### config.mk
export PLATFORM = sky130hd
export DESIGN_NAME = pvt_host_cmd_master
export DESIGN_NICKNAME = d
export VERILOG_FILES = /design/src/rtl/pvt_host_cmd_master.sv
export SDC_FILE = /design/constraint.sdc
export NUM_CORES = 1
export LEC_CHECK = 0
export BUFFER_PORTS_ARGS = -buffer_cell sky130_fd_sc_hd__buf_2
export CAP_MARGIN = 20
export CORE_UTILIZATION = 50
export DETAILED_ROUTE_END_ITERATION = 6
export PLACE_DENSITY = 0.73
export SLEW_MARGIN = 40
export SYNTH_ARGS = -nofsm -noshare
export SYNTH_HDL_FRONTEND = slang
export SYNTH_SLANG_ARGS = --single-unit
### constraint.sdc
create_clock -name clk -period 3.1 [get_ports clk]
set_input_delay 0.155 -clock clk [delete_from_list [all_inputs] [get_ports clk]]
set_output_delay 0.155 -clock clk [all_outputs]
set_load 0.005 [all_outputs]
### src/rtl/pvt_host_cmd_master.sv
// Host-side command master for the PVT sensor UART protocol: serializes header and
// payload bytes to a byte-level UART transmitter and collects READ_DATA responses.
module pvt_host_cmd_master #(
  parameter logic [23:0] TIMEOUT_CYCLES = 24'd1000000
) (
  input  logic        clk,
  input  logic        rst,
  input  logic        cmd_valid,
  output logic        cmd_ready,
  input  logic [2:0]  cmd_group,
  input  logic [4:0]  cmd_code,
  input  logic [31:0] cmd_data,
  output logic        tx_byte_valid,
  input  logic        tx_byte_ready,
  output logic [7:0]  tx_byte,
  input  logic        rx_byte_valid,
  input  logic [7:0]  rx_byte,
  output logic        rsp_valid,
  output logic [15:0] rsp_data,
  output logic        rsp_timeout,
  output logic        busy,
  output logic [2:0]  dbg_state
);

  // Handshakes: a byte or command moves on a cycle where valid and ready are both
  // high; once valid is raised it stays high with stable data until that cycle.
  typedef enum logic [2:0] {
    S_IDLE    = 3'd0,
    S_HDR     = 3'd1,
    S_PAYLOAD = 3'd2,
    S_RSP_HI  = 3'd3,
    S_RSP_LO  = 3'd4,
    S_DONE    = 3'd5
  } state_t;

  localparam logic [4:0] CODE_READ_DATA = 5'd10;

  state_t      state_q, state_d;
  logic [2:0]  group_q, group_d;
  logic [4:0]  code_q, code_d;
  logic [31:0] data_q, data_d;
  logic [2:0]  cnt_q, cnt_d;
  logic [23:0] tmo_q, tmo_d;
  logic [7:0]  hi_q, hi_d;
  logic [15:0] rsp_data_q, rsp_data_d;
  logic        rsp_valid_q, rsp_valid_d;
  logic        rsp_timeout_q, rsp_timeout_d;
  logic        tmo_hit;
  logic [7:0]  pay_byte;

  function automatic logic [2:0] n_bytes(input logic [4:0] code);
    case (code)
      5'd0, 5'd1, 5'd5, 5'd7, 5'd8: n_bytes = 3'd1;
      5'd2, 5'd3, 5'd4:             n_bytes = 3'd4;
      5'd6, 5'd9:                   n_bytes = 3'd2;
      default:                      n_bytes = 3'd0;
    endcase
  endfunction

  assign tmo_hit = (tmo_q == (TIMEOUT_CYCLES - 24'd1));

  // Payload goes out most significant byte first; cnt_q counts bytes still to send.
  always_comb begin
    case (cnt_q)
      3'd4:    pay_byte = data_q[31:24];
      3'd3:    pay_byte = data_q[23:16];
      3'd2:    pay_byte = data_q[15:8];
      default: pay_byte = data_q[7:0];
    endcase
  end

  always_comb begin
    state_d       = state_q;
    group_d       = group_q;
    code_d        = code_q;
    data_d        = data_q;
    cnt_d         = cnt_q;
    tmo_d         = tmo_q;
    hi_d          = hi_q;
    rsp_data_d    = rsp_data_q;
    rsp_valid_d   = 1'b0;
    rsp_timeout_d = 1'b0;
    tx_byte_valid = 1'b0;
    tx_byte       = 8'd0;
    case (state_q)
      S_IDLE: begin
        if (cmd_valid) begin
          group_d = cmd_group;
          code_d  = cmd_code;
          data_d  = cmd_data;
          cnt_d   = n_bytes(cmd_code);
          state_d = S_HDR;
        end
      end
      S_HDR: begin
        tx_byte_valid = 1'b1;
        tx_byte       = {group_q, code_q};
        if (tx_byte_ready) begin
          if (cnt_q != 3'd0) begin
            state_d = S_PAYLOAD;
          end else if (code_q == CODE_READ_DATA) begin
            tmo_d   = 24'd0;
            state_d = S_RSP_HI;
          end else begin
            state_d = S_DONE;
          end
        end
      end
      S_PAYLOAD: begin
        tx_byte_valid = 1'b1;
        tx_byte       = pay_byte;
        if (tx_byte_ready) begin
          cnt_d = cnt_q - 3'd1;
          if (cnt_q == 3'd1) state_d = S_DONE;
        end
      end
      S_RSP_HI: begin
        // A byte arriving on the terminal-count cycle takes priority over the timeout.
        if (rx_byte_valid) begin
          hi_d    = rx_byte;
          tmo_d   = 24'd0;
          state_d = S_RSP_LO;
        end else if (tmo_hit) begin
          rsp_timeout_d = 1'b1;
          state_d       = S_DONE;
        end else begin
          tmo_d = tmo_q + 24'd1;
        end
      end
      S_RSP_LO: begin
        if (rx_byte_valid) begin
          rsp_data_d  = {hi_q, rx_byte};
          rsp_valid_d = 1'b1;
          state_d     = S_DONE;
        end else if (tmo_hit) begin
          rsp_timeout_d = 1'b1;
          state_d       = S_DONE;
        end else begin
          tmo_d = tmo_q + 24'd1;
        end
      end
      S_DONE:  state_d = S_IDLE;
      default: state_d = S_IDLE;
    endcase
  end

  always_ff @(posedge clk or posedge rst) begin
    if (rst) begin
      state_q       <= S_IDLE;
      group_q       <= 3'd0;
      code_q        <= 5'd0;
      data_q        <= 32'd0;
      cnt_q         <= 3'd0;
      tmo_q         <= 24'd0;
      hi_q          <= 8'd0;
      rsp_data_q    <= 16'd0;
      rsp_valid_q   <= 1'b0;
      rsp_timeout_q <= 1'b0;
    end else begin
      state_q       <= state_d;
      group_q       <= group_d;
      code_q        <= code_d;
      data_q        <= data_d;
      cnt_q         <= cnt_d;
      tmo_q         <= tmo_d;
      hi_q          <= hi_d;
      rsp_data_q    <= rsp_data_d;
      rsp_valid_q   <= rsp_valid_d;
      rsp_timeout_q <= rsp_timeout_d;
    end
  end

  assign cmd_ready   = (state_q == S_IDLE);
  assign busy        = (state_q != S_IDLE);
  assign rsp_valid   = rsp_valid_q;
  assign rsp_timeout = rsp_timeout_q;
  assign rsp_data    = rsp_data_q;
  assign dbg_state   = state_q;

endmodule

==> metrics.cfg <==
[outcome]
outcome=finished clean

[logic_synthesis]
ys_seq_area_share_pct=50.9
synth-edff-count=0
yosysWarnings=0
synthArstFlopShare_pct=100
ys_types=50
ys_ff_latch=96
synthCells=419
yosys_most_used_dff=dfrtp_1
avgSynthCellArea_um2=11.3
synth_fp_nets=478
synth_area_um2=4720

[timing]
tns_ns=0
finalSetupViolCount=0
hold_viol=0
finalCritPeriodShare_pct=87.3
max_slew_margin_pct=52.1
rsz0062_at_grt=false
fin_skew_ns=0.0146
fmax_ghz=0.370
maxSlewViolCount=0
period_needed_ns=2.71
tightest_slew_ns=0.713

[pwr]
power_density_nw_per_um2=831
p_leak_nw=2.44
peakVddDrop_v=0.000442

[die]
start_util_pct=51.4
die_x_um=99.2
pin_count=85
row_count=35
dieArea_um2=9840
fp.dieH_um=99.2
core_um2=9200

[layout]
nNetsFinal=572
layout_commonest_cell=dfrtp_1
design_area_um2=5580
area_growth_pct=18.1
layout-drive-gt1-share_pct=34.9
final_cell_mix=96 x dfrtp_1, 84 x buf_2, 64 x mux2_2, 28 x a21oi_1, 21 x nand2_1
antenna_cells=0

[clocking]
clk_latency_ns=0.37
clockBufferDepth=2
hold_buffers=14
numCtsBuffers=9
cts_num_sinks=96
cts_resized=0
clkTransAtPathRegs_ns=0.10
cts_setup_buffers=0
root_buffer=clkbuf_8
cts_tree=built
htree_num_levels=3

[setup_path]
path_max_fanout=18
crit_chain=inv_1, ha_1, nand2b_1, o31ai_2, nand4_2, or4_1, a21oi_1
critPathBufInv=1
cp_slowest_cell=or4_1
arrival_ns=3.00
worstPathRequired_ns=3.39
r2r_setup_slack_ns=0.39
critPathKind=reg2reg
endpoint_kind=register
cp_top_family=simple AND/OR/NAND/NOR gates
cp-start-kind=register
slowest_delay_ns=0.61

[route]
route.detailed.drc=0
wire_per_inst_um=16.9
ant_nets=0
drt_iter0_drc=223
vias=3719
drt_wl_total_um=10700
dr.pass1.iters=6
viasPerCell=5.91

[grt]
grt_max_degree=41
grt-ovfl-total=0
grt_pass1_wl_um=18100
antenna_found_initial=0
grtUsageTotal_pct=23.2
grt_pass1_vias=3740

[placed_design]
dp_hpwl_um=7470
place_area_um2=5250
gp_congestion=0.818
port_buffers=84

[worst_hold_path]
hold_path.class=in2reg

[run]
cap_violations=0

==> cell type report <==
| cell class | instances | area [um^2] |
|---|---|---|
| clock buffers | 10 | 128 |
| flip-flops and latches | 96 | 2400 |
| repair buffers | 110 | 651 |
| multi-input cells | 284 | 2150 |
| inverters | 12 | 46.3 |
| well taps | 111 | 139 |
| clock inverters | 6 | 62.6 |
| fillers | 779 | 3620 |
==> stage by stage <==
| step | utilization [%] | hold WS [ns] | setup slack, ns | total power (W) | cells |
|---|---|---|---|---|---|
| 2_1_floorplan | - | 0.306 | 0.440 | 0.00324 | 419 |
| 3_3_place_gp | 57.1 | 0.220 | 0.622 | 0.00377 | 599 |
| 3_5_place_dp | 57.1 | 0.221 | 0.424 | 0.00385 | 599 |
| 4_1_cts | 60.7 | 0.000517 | 0.406 | 0.00467 | 629 |
| 5_1_grt | 60.7 | 0.00199 | 0.164 | 0.00496 | 629 |
| 6_report | 60.7 | 0.0163 | 0.394 | 0.00464 | 629 |
==> worst paths after layout <==
check | from | endpoint | cells after the start
max in group asynchronous | rst | data_q[28]$_DFFE_PP0P_ | 4
setup reg to reg | cnt_q[0]$_DFFE_PP0P_ | tmo_q[17]$_DFFE_PP0P_ | 7
setup / recovery | cnt_q[0]$_DFFE_PP0P_ | tmo_q[17]$_DFFE_PP0P_ | 7
min in group asynchronous | rst | rsp_data[15]$_DFFE_PP0P_ | 3
hold / removal | cmd_group[1] | group_q[1]$_DFFE_PP0P_ | 2
hold reg to reg | rsp_data[2]$_DFFE_PP0P_ | rsp_data[2]$_DFFE_PP0P_ | 1
==> per-layer routing <==
| metal | part of all wire, % | vias to the layer above | track usage, % |
|---|---|---|---|
| met5 | 0 | - | 0 |
| met4 | 2.2 | 0 | 8.71 |
| met3 | 4.8 | 19 | 3.94 |
| met2 | 48 | 112 | 36.1 |
| met1 | 45 | 1826 | 33.0 |
| li1 | - | 1762 | - |
==> registers in the layout, indices dropped and copies added, names as in the netlist <==
register / count
group_q: 3
hi_q: 8
rsp_timeout: 1
rsp_data: 16
data_q: 32
dbg_state: 3
tmo_q: 24
cnt_q: 3
rsp_valid: 1
code_q: 5
==> cells in the mapped netlist, drive strengths merged (3+ instances only) <==
master,number,share of area (%)
or3,3,0.40
buf,12,1.4
a31oi,3,0.40
nand3,13,1.5
nor3,7,0.74
ha,6,1.6
a221oi,8,1.5
nand2b,7,0.93
dfrtp,96,51
nor2,13,1.0
nand4,8,1.2
and2,4,0.53
nor2b,3,0.40
or4,20,3.2
and3,3,0.40
o31ai,21,3.4
clkbuf,15,1.2
o21ai,16,1.7
mux2,64,15
nand2,21,1.7
a21oi,28,3.0
inv,12,0.95
a22o,8,1.5
==> power breakdown <==
part           internal, W  leakage, nW  total (W)  switching, W
sequential         0.00173         1.20    0.00204      0.000311
clock             0.000312       0.0957   0.000794      0.000482
combinational     0.000944         1.14    0.00180      0.000858
total              0.00299         2.44    0.00464       0.00165
==> kinds of logic (layout without fill, tap and decap cells) <==
logic type      Yosys count  in the layout  share of synthesized area, %
compound gates           97             97                          14.1
fa+ha+maj                 6              6                          1.59
buf+inv                  39            138                          3.58
flops                    96             96                          50.9
mux                      66             66                          15.7
simple gates            115            115                          14.2
No activity file was read; power rests on OpenSTA's default activity.
